### src/rtl/cache_ctrl_pkg.sv
// Shared types and geometry for the direct-mapped write-back data cache.
package cache_ctrl_pkg;
  localparam int ADDR_W          = 32;
  localparam int WORD_W          = 32;
  localparam int LINE_W          = 128;
  localparam int NUM_SETS        = 4;
  localparam int NUM_CACHE_LINES = NUM_SETS;
  localparam int CACHE_TAG_W     = 26;
  localparam int CACHE_IDX_W     = 2;
  localparam int CACHE_OFF_W     = 4;
  localparam int WOFF_W          = 2;

  typedef struct packed {
    logic                   valid;
    logic                   dirty;
    logic [CACHE_TAG_W-1:0] tag;
    logic [LINE_W-1:0]      data;
  } cache_set_t;

  typedef enum logic [2:0] {
    S_IDLE, S_WB_REQ, S_WB_WAIT, S_FILL_REQ, S_FILL_WAIT, S_RESPOND
  } cache_ctrl_state_e;

  function automatic logic [WORD_W-1:0] line_word(input logic [LINE_W-1:0] line,
                                                  input logic [WOFF_W-1:0] off);
    return line[off*WORD_W +: WORD_W];
  endfunction
endpackage

### src/rtl/cache_ctrl_if.sv
// Core request/response, cache array and memory-side signals of the cache controller.
interface cache_ctrl_if import cache_ctrl_pkg::*; ();
  logic              req_valid;
  logic              req_ready;
  logic              req_we;
  logic [ADDR_W-1:0] req_addr;
  logic [WORD_W-1:0] req_wdata;
  logic              resp_valid;
  logic [WORD_W-1:0] resp_rdata;
  logic              cache_en;
  logic [1:0]        cache_set;
  cache_set_t        cache_wdata;
  cache_set_t        cache_rdata;
  logic              mem_req_valid;
  logic              mem_req_ready;
  logic              mem_req_we;
  logic [ADDR_W-1:0] mem_req_addr;
  logic [LINE_W-1:0] mem_req_wdata;
  logic              mem_resp_valid;
  logic [LINE_W-1:0] mem_resp_rdata;

  modport slave (
    input  req_valid, req_we, req_addr, req_wdata, cache_rdata,
           mem_req_ready, mem_resp_valid, mem_resp_rdata,
    output req_ready, resp_valid, resp_rdata, cache_en, cache_set, cache_wdata,
           mem_req_valid, mem_req_we, mem_req_addr, mem_req_wdata
  );

  modport master (
    output req_valid, req_we, req_addr, req_wdata, cache_rdata,
           mem_req_ready, mem_resp_valid, mem_resp_rdata,
    input  req_ready, resp_valid, resp_rdata, cache_en, cache_set, cache_wdata,
           mem_req_valid, mem_req_we, mem_req_addr, mem_req_wdata
  );
endinterface

### src/rtl/cache_ctrl_line_merge.sv
// Replaces one word of a cache line; shared by the store-hit and store-miss paths.
module cache_line_merge import cache_ctrl_pkg::*; (
  input  logic [LINE_W-1:0] line_in,
  input  logic [WOFF_W-1:0] off,
  input  logic [WORD_W-1:0] word,
  output logic [LINE_W-1:0] line_out
);
  for (genvar w = 0; w < LINE_W/WORD_W; w++) begin : g_word
    assign line_out[w*WORD_W +: WORD_W] = (off == WOFF_W'(w)) ? word : line_in[w*WORD_W +: WORD_W];
  end
endmodule

### src/rtl/cache_ctrl.sv
// Direct-mapped write-back cache controller: hit lookup, dirty eviction and line refill.
module cache_ctrl import cache_ctrl_pkg::*; (
  input  logic         clk,
  input  logic         reset,
  cache_ctrl_if.slave  bus
);
  cache_ctrl_state_e     state;
  logic                  lat_we;
  logic [ADDR_W-1:2]     lat_addr;
  logic [WORD_W-1:0]     lat_wdata;
  logic                  resp_valid_q;
  logic [WORD_W-1:0]     resp_rdata_q;
  logic                  mreq_valid_q, mreq_we_q;
  logic [ADDR_W-1:0]     mreq_addr_q;
  logic [LINE_W-1:0]     mreq_wdata_q;

  logic                   in_idle, hit, victim_dirty, wr_en;
  logic [CACHE_IDX_W-1:0] idx;
  logic [WOFF_W-1:0]      off;
  logic [CACHE_TAG_W-1:0] tag;
  logic [WORD_W-1:0]      st_word;
  logic [LINE_W-1:0]      merge_in, merged;
  cache_set_t             wr_line;
  logic                   unused_addr_lsb;

  assign unused_addr_lsb = ^bus.req_addr[1:0];
  assign in_idle = (state == S_IDLE);

  // In IDLE the lookup runs on the incoming request; afterwards on the latched one.
  always_comb begin
    idx      = in_idle ? bus.req_addr[5:4]  : lat_addr[5:4];
    off      = in_idle ? bus.req_addr[3:2]  : lat_addr[3:2];
    tag      = in_idle ? bus.req_addr[31:6] : lat_addr[31:6];
    st_word  = in_idle ? bus.req_wdata      : lat_wdata;
    merge_in = in_idle ? bus.cache_rdata.data : bus.mem_resp_rdata;
  end

  assign hit          = bus.cache_rdata.valid && (bus.cache_rdata.tag == bus.req_addr[31:6]);
  assign victim_dirty = bus.cache_rdata.valid && bus.cache_rdata.dirty;

  cache_line_merge u_merge (.line_in(merge_in), .off(off), .word(st_word), .line_out(merged));

  // The array writes whenever enabled, so the enable is decoded strictly per write cycle.
  always_comb begin
    wr_en   = 1'b0;
    wr_line = '0;
    if (reset) begin
      if (in_idle && bus.req_valid && bus.req_we && hit) begin
        wr_en   = 1'b1;
        wr_line = '{valid: 1'b1, dirty: 1'b1, tag: tag, data: merged};
      end else if (state == S_FILL_WAIT && bus.mem_resp_valid) begin
        wr_en   = 1'b1;
        wr_line = '{valid: 1'b1, dirty: lat_we, tag: tag,
                    data: lat_we ? merged : bus.mem_resp_rdata};
      end
    end
  end

  always_ff @(posedge clk) begin
    if (!reset) begin
      state        <= S_IDLE;
      lat_we       <= 1'b0;
      lat_addr     <= '0;
      lat_wdata    <= '0;
      resp_valid_q <= 1'b0;
      resp_rdata_q <= '0;
      mreq_valid_q <= 1'b0;
      mreq_we_q    <= 1'b0;
      mreq_addr_q  <= '0;
      mreq_wdata_q <= '0;
    end else begin
      resp_valid_q <= 1'b0;
      resp_rdata_q <= '0;
      case (state)
        S_IDLE: if (bus.req_valid) begin
          lat_we    <= bus.req_we;
          lat_addr  <= bus.req_addr[ADDR_W-1:2];
          lat_wdata <= bus.req_wdata;
          if (hit) begin
            resp_valid_q <= 1'b1;
            resp_rdata_q <= bus.req_we ? '0 : line_word(bus.cache_rdata.data, off);
          end else if (victim_dirty) begin
            mreq_valid_q <= 1'b1;
            mreq_we_q    <= 1'b1;
            mreq_addr_q  <= {bus.cache_rdata.tag, idx, 4'b0};
            mreq_wdata_q <= bus.cache_rdata.data;
            state        <= S_WB_REQ;
          end else begin
            mreq_valid_q <= 1'b1;
            mreq_we_q    <= 1'b0;
            mreq_addr_q  <= {tag, idx, 4'b0};
            mreq_wdata_q <= '0;
            state        <= S_FILL_REQ;
          end
        end
        S_WB_REQ: if (bus.mem_req_ready) begin
          mreq_valid_q <= 1'b0;
          state        <= S_WB_WAIT;
        end
        S_WB_WAIT: if (bus.mem_resp_valid) begin
          mreq_valid_q <= 1'b1;
          mreq_we_q    <= 1'b0;
          mreq_addr_q  <= {tag, idx, 4'b0};
          mreq_wdata_q <= '0;
          state        <= S_FILL_REQ;
        end
        S_FILL_REQ: if (bus.mem_req_ready) begin
          mreq_valid_q <= 1'b0;
          state        <= S_FILL_WAIT;
        end
        S_FILL_WAIT: if (bus.mem_resp_valid) begin
          resp_valid_q <= 1'b1;
          resp_rdata_q <= lat_we ? '0 : line_word(bus.mem_resp_rdata, off);
          state        <= S_RESPOND;
        end
        S_RESPOND: state <= S_IDLE;
        default:   state <= S_IDLE;
      endcase
    end
  end

  assign bus.req_ready     = in_idle;
  assign bus.resp_valid    = resp_valid_q;
  assign bus.resp_rdata    = resp_rdata_q;
  assign bus.cache_en      = wr_en;
  assign bus.cache_set     = idx;
  assign bus.cache_wdata   = wr_line;
  assign bus.mem_req_valid = mreq_valid_q;
  assign bus.mem_req_we    = mreq_we_q;
  assign bus.mem_req_addr  = mreq_addr_q;
  assign bus.mem_req_wdata = mreq_wdata_q;
endmodule
### src/flat_wrapper.sv
// flat-port wrapper written by rule: the top's interface ports become plain ports
module cache_ctrl_flat import cache_ctrl_pkg::*;
  (clk, reset, bus_req_valid, bus_req_we, bus_req_addr, bus_req_wdata, bus_cache_rdata, bus_mem_req_ready, bus_mem_resp_valid, bus_mem_resp_rdata, bus_req_ready, bus_resp_valid, bus_resp_rdata, bus_cache_en, bus_cache_set, bus_cache_wdata, bus_mem_req_valid, bus_mem_req_we, bus_mem_req_addr, bus_mem_req_wdata);
  cache_ctrl_if bus_i ();
  input  logic clk;
  input  logic reset;
  input wire logic [$bits(bus_i.req_valid)-1:0] bus_req_valid;
  input wire logic [$bits(bus_i.req_we)-1:0] bus_req_we;
  input wire logic [$bits(bus_i.req_addr)-1:0] bus_req_addr;
  input wire logic [$bits(bus_i.req_wdata)-1:0] bus_req_wdata;
  input wire logic [$bits(bus_i.cache_rdata)-1:0] bus_cache_rdata;
  input wire logic [$bits(bus_i.mem_req_ready)-1:0] bus_mem_req_ready;
  input wire logic [$bits(bus_i.mem_resp_valid)-1:0] bus_mem_resp_valid;
  input wire logic [$bits(bus_i.mem_resp_rdata)-1:0] bus_mem_resp_rdata;
  output wire logic [$bits(bus_i.req_ready)-1:0] bus_req_ready;
  output wire logic [$bits(bus_i.resp_valid)-1:0] bus_resp_valid;
  output wire logic [$bits(bus_i.resp_rdata)-1:0] bus_resp_rdata;
  output wire logic [$bits(bus_i.cache_en)-1:0] bus_cache_en;
  output wire logic [$bits(bus_i.cache_set)-1:0] bus_cache_set;
  output wire logic [$bits(bus_i.cache_wdata)-1:0] bus_cache_wdata;
  output wire logic [$bits(bus_i.mem_req_valid)-1:0] bus_mem_req_valid;
  output wire logic [$bits(bus_i.mem_req_we)-1:0] bus_mem_req_we;
  output wire logic [$bits(bus_i.mem_req_addr)-1:0] bus_mem_req_addr;
  output wire logic [$bits(bus_i.mem_req_wdata)-1:0] bus_mem_req_wdata;
  assign bus_i.req_valid = bus_req_valid;
  assign bus_i.req_we = bus_req_we;
  assign bus_i.req_addr = bus_req_addr;
  assign bus_i.req_wdata = bus_req_wdata;
  assign bus_i.cache_rdata = bus_cache_rdata;
  assign bus_i.mem_req_ready = bus_mem_req_ready;
  assign bus_i.mem_resp_valid = bus_mem_resp_valid;
  assign bus_i.mem_resp_rdata = bus_mem_resp_rdata;
  assign bus_req_ready = bus_i.req_ready;
  assign bus_resp_valid = bus_i.resp_valid;
  assign bus_resp_rdata = bus_i.resp_rdata;
  assign bus_cache_en = bus_i.cache_en;
  assign bus_cache_set = bus_i.cache_set;
  assign bus_cache_wdata = bus_i.cache_wdata;
  assign bus_mem_req_valid = bus_i.mem_req_valid;
  assign bus_mem_req_we = bus_i.mem_req_we;
  assign bus_mem_req_addr = bus_i.mem_req_addr;
  assign bus_mem_req_wdata = bus_i.mem_req_wdata;
  cache_ctrl u_core (.clk(clk), .reset(reset), .bus(bus_i));
endmodule
### config.mk
export PLATFORM = sky130hd
export DESIGN_NAME = cache_ctrl_flat
export DESIGN_NICKNAME = d
export VERILOG_FILES = /design/src/rtl/cache_ctrl_pkg.sv /design/src/rtl/cache_ctrl_if.sv /design/src/rtl/cache_ctrl_line_merge.sv /design/src/rtl/cache_ctrl.sv /design/src/flat_wrapper.sv
export SDC_FILE = /design/constraint.sdc
export NUM_CORES = 1
export LEC_CHECK = 0
export ABC_CLOCK_PERIOD_IN_PS = 2590
export CAP_MARGIN = 5
export CELL_PAD_IN_SITES_DETAIL_PLACEMENT = 1
export CELL_PAD_IN_SITES_GLOBAL_PLACEMENT = 2
export CORE_UTILIZATION = 23
export CTS_CLUSTER_DIAMETER = 200
export DETAILED_ROUTE_END_ITERATION = 12
export GPL_ROUTABILITY_DRIVEN = 1
export PLACE_DENSITY_LB_ADDON = 0.15
export SLEW_MARGIN = 20
export SYNTH_ARGS = -nofsm -noshare
export SYNTH_HDL_FRONTEND = slang
export SYNTH_SLANG_ARGS = --single-unit
### constraint.sdc
create_clock -name clk -period 2.59 [get_ports clk]
set_input_delay 0.259 -clock clk [delete_from_list [all_inputs] [get_ports clk]]
set_output_delay 0.259 -clock clk [all_outputs]
set_load 0.02 [all_outputs]
==> impl_metrics.tcl, run 1 <==
set metrics [dict create \
    status "finished with violations" \
    violations "negative setup slack" \
    critical_path_required_ns 2.33 \
    wl_met2_um 66500 \
    ctsLongestPathBuffers 3 \
    dpl-instance-area_mm2 0.0286 \
    seq_area_frac_synth_pct 28.7 \
    dp_hpwl_um 96900 \
    slew_violations 0 \
    syn_inst 2621 \
    fin_skew_ns 0.0147 \
    synth-async-reset-ratio_pct 0 \
    portBuffers 702 \
    cp-start-kind "flip-flop" \
    firstDrtPassIters 5 \
    grt_overflow 0 \
    die_h_um 281 \
    synth_cell_types 49 \
    tightest_slew_ns 1.11 \
    place_congestion 0.934 \
    m1WireLength_um 53500 \
    drv_cap 0 \
    coreArea_mm2 0.0765 \
    area_growth_pct 82.1 \
    num_vias 24600 \
    p_leak_uw 0.0132 \
    timing.rr.end "u_core.bus.resp_rdata[4]" \
    clock-sinks 257 \
    cts_hold_buf 0 \
    tritoncts "yes" \
    routedWlPerCell_um 29.0 \
    chipWidth_um 281 \
    worst-r2r-setup-slack_ns -0.04 \
    multi_input_area_mm2 0.0130 \
    drt_iter0_markers 1620 \
    cp-end-kind "primary output" \
    viasPerCell 5.30 \
    rsz0062_at_grt "true" \
    die_area_mm2 0.0790 \
    highest_layer "met5" \
    fmax_mhz 306 \
    finalCritPeriodShare_pct 126 \
    ys_warn_count 0 \
    row_count 101 \
    cts_buffers 38 \
    drive_gt1_share_pct 25.1 \
    max-slew-margin-rel_pct 26.2 \
    worstPathMaxFanout 10 \
    clk_latency_ns 0.57 \
    stdcell_count 4629 \
    initial_core_util_pct 23.4 \
    clockRootBuffer "clkbuf_16" \
    grt_pass1_vias 25000 \
    min_from "bus_req_addr[21]" \
    grt_antenna_before_repair 21 \
    syn_avg_cell_area_um2 6.84 \
    io_pins 709 \
    finalHoldViolCount 0 \
    powerDensity_mw_per_mm2 918 \
    final_cell_mix "752 x nand2_1, 518 x clkdlybuf4s50_1, 343 x buf_4, 297 x a21oi_1, 254 x dfxtp_1" \
    fin_crit_ns 3.27 \
    ir_drop_mv 0.565 \
    synth_edf_count 0 \
    regArea_mm2 0.00516 \
    fin_ws_ns -0.677 \
    drtAntennaViolNets 0 \
    grt_pass1_wl_um 182000 \
    grt_max_degree 105 \
    hold_path_end "u_core.lat_addr[21]" \
    cts_htree_levels 2 \
    grtUsageTotal_pct 31.6 \
    rr_startpoint "u_core.state[2]" \
    design_area_mm2 0.0326 \
    finalSetupViolCount 163 \
    drc 0 \
    hold_depth 4 \
    cp_common_cell "buf_6" \
    cpMaxStageDelayCell "dfxtp_4" \
    fillers 9085 \
    totalWireLength_um 134000 \
    synth-main-ff-cell "dfxtp_1" \
    layout.nets 3906 \
    layout_commonest_cell "nand2_1" \
    dp.cells 4436 \
    hp-class "input pin to flip-flop" \
    crit_path_max_incr_delay_ns 0.36 \
    clk_pin_slew_ns 0.06 \
    power_uw 30000 \
    crit_chain "buf_6 -> nor4b_4 -> nand2_1 -> nor2_2 -> a32oi_4 -> buf_4 -> clkbuf_16 -> o31ai_4 -> buf_6 -> buf_6" \
    crit_type "flip-flop to primary output" \
    synth_area_mm2 0.0179 \
    tns_ns -76.78 \
    ff2ff_path_depth 13 \
    ys_ff_latch 257 \
    wl_met3_um 7550 \
    worstPathArrival_ns 3.01 \
]
-- what timing repair did --
item / 4_1_cts / 5_1_grt
cloned: 16 / 13
setup buffers: 21 / 57
setup endpoints to repair: 335 / 356
pin swaps: 14 / 41
gates resized for setup: 555 / 513
-- synthesized netlist by cell type (2+ instances only) --
cell	instances	share of area [%]
nor2_1	165	3.5
mux2_2	35	2.2
a21oi_1	356	9.9
buf_6	6	0.38
and3_1	2	0.070
o21ai_0	34	0.95
o211ai_1	26	1.1
nand2b_1	6	0.21
inv_1	4	0.084
mux2_4	2	0.17
mux2i_1	219	12
o31ai_1	129	5.4
nand3_1	194	5.4
buf_2	58	1.6
a211o_1	32	1.6
buf_1	15	0.31
dfxtp_1	257	29
nand4_1	6	0.21
nor2b_1	2	0.070
nand2_1	774	16
o2111ai_1	32	1.6
clkbuf_1	159	3.3
nor4_1	2	0.070
o311a_1	2	0.11
buf_4	23	0.96
xnor2_1	26	1.3
o22ai_1	32	1.1
nor4b_2	2	0.17
-- registers in the layout, summed over array words and instances (netlist names) --
register                  cells
u_core.bus.mem_req_we         1
u_core.bus.mem_req_addr      28
u_core.bus.resp_valid         1
u_core.lat_addr              30
u_core.bus.resp_rdata        32
u_core.bus.mem_req_wdata    128
u_core.lat_we                 1
u_core.state                  3
u_core.bus.mem_req_valid      1
u_core.lat_wdata             32
-- power breakdown --
group / internal, uW / switching [uW]
clock network: 3550 / 2180
registers: 4450 / 299
logic: 8100 / 11400
total: 16100 / 13900
-- routing by layer --
metal / track usage (%) / vias to the layer above
li1: - / 11100
met1: 37.6 / 12300
met2: 55.4 / 980
met3: 4.75 / 237
met4: 14.9 / 6
met5: 0 / -
-- cell families after synthesis --
group,synth area share [%]
AOI/OAI and AO/OA,22.3
xor gates and xnor gates,1.27
DFF,28.7
other,0.0209
buffers and inverters,6.71
muxes,14.7
and+or+nand+nor,26.3
-- critical path, delay by kind of cell (launching register included) --
family	cells	cell delay, ns
AND/OR/NAND/NOR	3	0.64
flip-flops	1	0.36
AO/OA/AOI/OAI	2	0.58
buffers and inverters	5	0.84
-- stage by stage --
stage	setup slack, ns	hold slack (ns)	utilization [%]
finish	-0.677	0.141	42.7
global route	-0.708	0.155	42.7
CTS	-0.627	0.147	40.2
detailed placement	-1.30	0.449	37.4
global placement	-1.34	0.442	37.4
floorplan	0.147	0.395	-
-- worst max path at each step --
stage / from / endpoint / slack [ns] / cells after the start
6_report: u_core.state[2] / bus_cache_wdata[96] / -0.68 / 10
3_3_place_gp: bus_req_addr[11] / bus_cache_wdata[30] / -1.34 / 10
5_1_grt: u_core.state[2] / bus_cache_wdata[96] / -0.71 / 10
2_1_floorplan: u_core.state[0] / bus_cache_wdata[32] / 0.15 / 8
4_1_cts: u_core.state[1] / bus_cache_wdata[60] / -0.63 / 9
3_5_place_dp: bus_req_addr[11] / bus_cache_wdata[112] / -1.30 / 11
-- layout make-up --
| class | count | share of cell area (%) |
|---|---|---|
| antenna | 20 | 0.153 |
| clock buffer | 56 | 3.49 |
| clock inverter | 11 | 0.610 |
| inverter | 5 | 0.0997 |
| multi-input combinational | 2103 | 39.8 |
| sequential | 257 | 15.8 |
| tap | 1030 | 3.95 |
| timing repair buffer | 1147 | 36.1 |
Power figures use the tool's default switching activity.
==> run 2: changes to the inputs <==
--- a/config.mk
+++ b/config.mk
@@ -5,7 +5,7 @@
 export SDC_FILE = /design/constraint.sdc
 export NUM_CORES = 1
 export LEC_CHECK = 0
-export ABC_CLOCK_PERIOD_IN_PS = 2590
+export ABC_CLOCK_PERIOD_IN_PS = 3700
 export CAP_MARGIN = 5
 export CELL_PAD_IN_SITES_DETAIL_PLACEMENT = 1
 export CELL_PAD_IN_SITES_GLOBAL_PLACEMENT = 2
@@ -14,6 +14,7 @@
 export DETAILED_ROUTE_END_ITERATION = 12
 export GPL_ROUTABILITY_DRIVEN = 1
 export PLACE_DENSITY_LB_ADDON = 0.15
+export SKIP_CTS_REPAIR_TIMING = 1
 export SLEW_MARGIN = 20
 export SYNTH_ARGS = -nofsm -noshare
 export SYNTH_HDL_FRONTEND = slang
==> constraint.sdc (replaced) <==
create_clock -name clk -period 3.7 [get_ports clk]
set_input_delay 0.37 -clock clk [delete_from_list [all_inputs] [get_ports clk]]
set_output_delay 0.37 -clock clk [all_outputs]
set_load 0.01 [all_outputs]
==> run 2 against run 1 <==
  * The flow still finishes with violations (negative setup slack)
  * Total power down 43%
  * Sequential share of layout area increased by 2.1 points
  * Final area shrank 12%
  * First-iteration DRC count down 2.6%
  * Core utilization shrank 5.1 points
  * Via count fell by 6.9%
  * Sequential power fell by 31%
  * Highest routed layer unchanged
==> impl_metrics.tcl, run 2 (synthesized netlist as in run 1, its figures left out) <==
set metrics [dict create \
    whs_ns 0.144 \
    drc 0 \
    fin_ws_ns -0.184 \
    layout_commonest_cell "nand2_1" \
    largest_reg_flops 128 \
    cp-end-kind "primary output" \
    fin_crit_ns 3.88 \
    hp-class "input pin to flip-flop" \
    grt_overflow 0 \
    clock-sinks 257 \
    cts_htree_levels 2 \
    powerDensity_mw_per_mm2 599 \
    slew_violations 0 \
    place_congestion 0.896 \
    cp-start-kind "input pin" \
    viasPerCell 5.28 \
    finalCritPeriodShare_pct 105 \
    cts_buffers 39 \
    rr_startpoint "u_core.state[2]" \
    tightest_slew_ns 1.08 \
    status "finished with violations" \
    timing.rr.end "u_core.bus.mem_req_wdata[2]" \
    min_from "bus_req_addr[14]" \
    row_count 101 \
    grtUsageTotal_pct 29.2 \
    violations "negative setup slack" \
    ctsLongestPathBuffers 3 \
    worst-r2r-setup-slack_ns 0.88 \
    num_vias 22900 \
    portBuffers 702 \
    drv_cap 0 \
    finalSetupViolCount 11 \
    wl_met3_um 8080 \
    initial_core_util_pct 23.4 \
    fin_skew_ns 0.0181 \
    die_h_um 281 \
    ir_drop_mv 0.478 \
    clk_pin_slew_ns 0.05 \
    wl_met2_um 61200 \
    finalHoldViolCount 0 \
    coreArea_mm2 0.0765 \
    chipWidth_um 281 \
    dp_hpwl_um 89300 \
    totalWireLength_um 121000 \
    hold_depth 3 \
    tns_ns -1.45 \
    crit_type "input pin to primary output" \
    m1WireLength_um 47300 \
    highest_layer "met5" \
    rsz0062_at_grt "true" \
    clockRootBuffer "clkbuf_16" \
    drt_iter0_markers 1578 \
    grt_pass1_vias 23400 \
    fmax_mhz 257 \
    hold_path_end "u_core.lat_addr[14]" \
    critical_path_required_ns 3.33 \
    ff2ff_path_depth 8 \
    max-slew-margin-rel_pct 28.2 \
    worstPathMaxFanout 10 \
    layout.nets 3612 \
    routedWlPerCell_um 28.0 \
    tritoncts "yes" \
    clk_latency_ns 0.56 \
    die_area_mm2 0.0790 \
    grt_pass1_wl_um 169000 \
    firstDrtPassIters 5 \
    drive_gt1_share_pct 9.07 \
    design_area_mm2 0.0287 \
    io_pins 709 \
    final_cell_mix "772 x nand2_1, 589 x clkdlybuf4s50_1, 355 x a21oi_1, 257 x dfxtp_1, 215 x mux2i_1" \
    area_growth_pct 60.3 \
    worstPathArrival_ns 3.51 \
    p_leak_uw 0.0127 \
    drtAntennaViolNets 0 \
    dpl-instance-area_mm2 0.0267 \
    grt_max_degree 106 \
    grt_antenna_before_repair 29 \
]
## run 2: per-stage QoR
stage	total power, uW	setup WS [ns]	utilization [%]	cells
2_1_floorplan	9040	1.32	-	2624
3_3_place_gp	13000	-0.383	34.9	4235
3_5_place_dp	13200	-0.385	34.9	4235
4_1_cts	17100	-0.397	36.6	4302
5_1_grt	18100	-0.234	37.6	4328
6_report	17200	-0.184	37.6	4334
## run 2: worst max-delay path by stage
| stage | end | startpoint | depth (start not counted) | slack, ns |
|---|---|---|---|---|
| 2_1_floorplan | bus_cache_wdata[56] | bus_req_addr[28] | 8 | 1.32 |
| 3_3_place_gp | bus_cache_wdata[67] | bus_req_addr[11] | 11 | -0.38 |
| 3_5_place_dp | bus_cache_wdata[67] | bus_req_addr[11] | 11 | -0.39 |
| 4_1_cts | bus_cache_wdata[67] | bus_req_addr[11] | 11 | -0.40 |
| 5_1_grt | bus_cache_wdata[102] | bus_req_addr[24] | 10 | -0.23 |
| 6_report | bus_cache_wdata[102] | bus_req_addr[24] | 10 | -0.18 |
## run 2: layer usage
layer / vias up / track usage, %
li1: 10400 / -
met4: 20 / 11.3
met1: 11400 / 33.6
met5: - / 0
met3: 200 / 6.15
met2: 859 / 52.3
## run 2: final cells by class
type,instances,area [um2]
Antenna cell,20,50.0
Sequential cell,257,5140
Multi-Input combinational cell,2101,11900
Tap cell,1030,1290
Clock inverter,8,105
Timing Repair Buffer,854,8960
Clock buffer,59,1190
Inverter,5,36.3
Fill cell,9187,47700
## run 2: critical path: stages
cell and delay [ns]:
clkdlybuf4s50_1 0.47, xnor2_1 0.29, nand4_1 0.23, nor4_4 0.33
buf_4 0.21, a32oi_4 0.13, buf_4 0.21, clkbuf_16 0.20
o31ai_1 0.43, clkdlybuf4s50_1 0.62
## run 2: power by group
group          internal, uW  total, uW  switching, uW
clock network          2350       3860           1510
registers              3110       3300            196
logic                  3580      10000           6460
total                  9040      17200           8170
==> run 3: changes to the inputs <==
--- a/config.mk
+++ b/config.mk
@@ -15,7 +15,6 @@
 export GPL_ROUTABILITY_DRIVEN = 1
 export PLACE_DENSITY_LB_ADDON = 0.15
 export SKIP_CTS_REPAIR_TIMING = 1
-export SLEW_MARGIN = 20
 export SYNTH_ARGS = -nofsm -noshare
 export SYNTH_HDL_FRONTEND = slang
 export SYNTH_SLANG_ARGS = --single-unit
==> results of run 3 <==
Same layout as run 2: the final DEF is identical, and so are final timing and power.
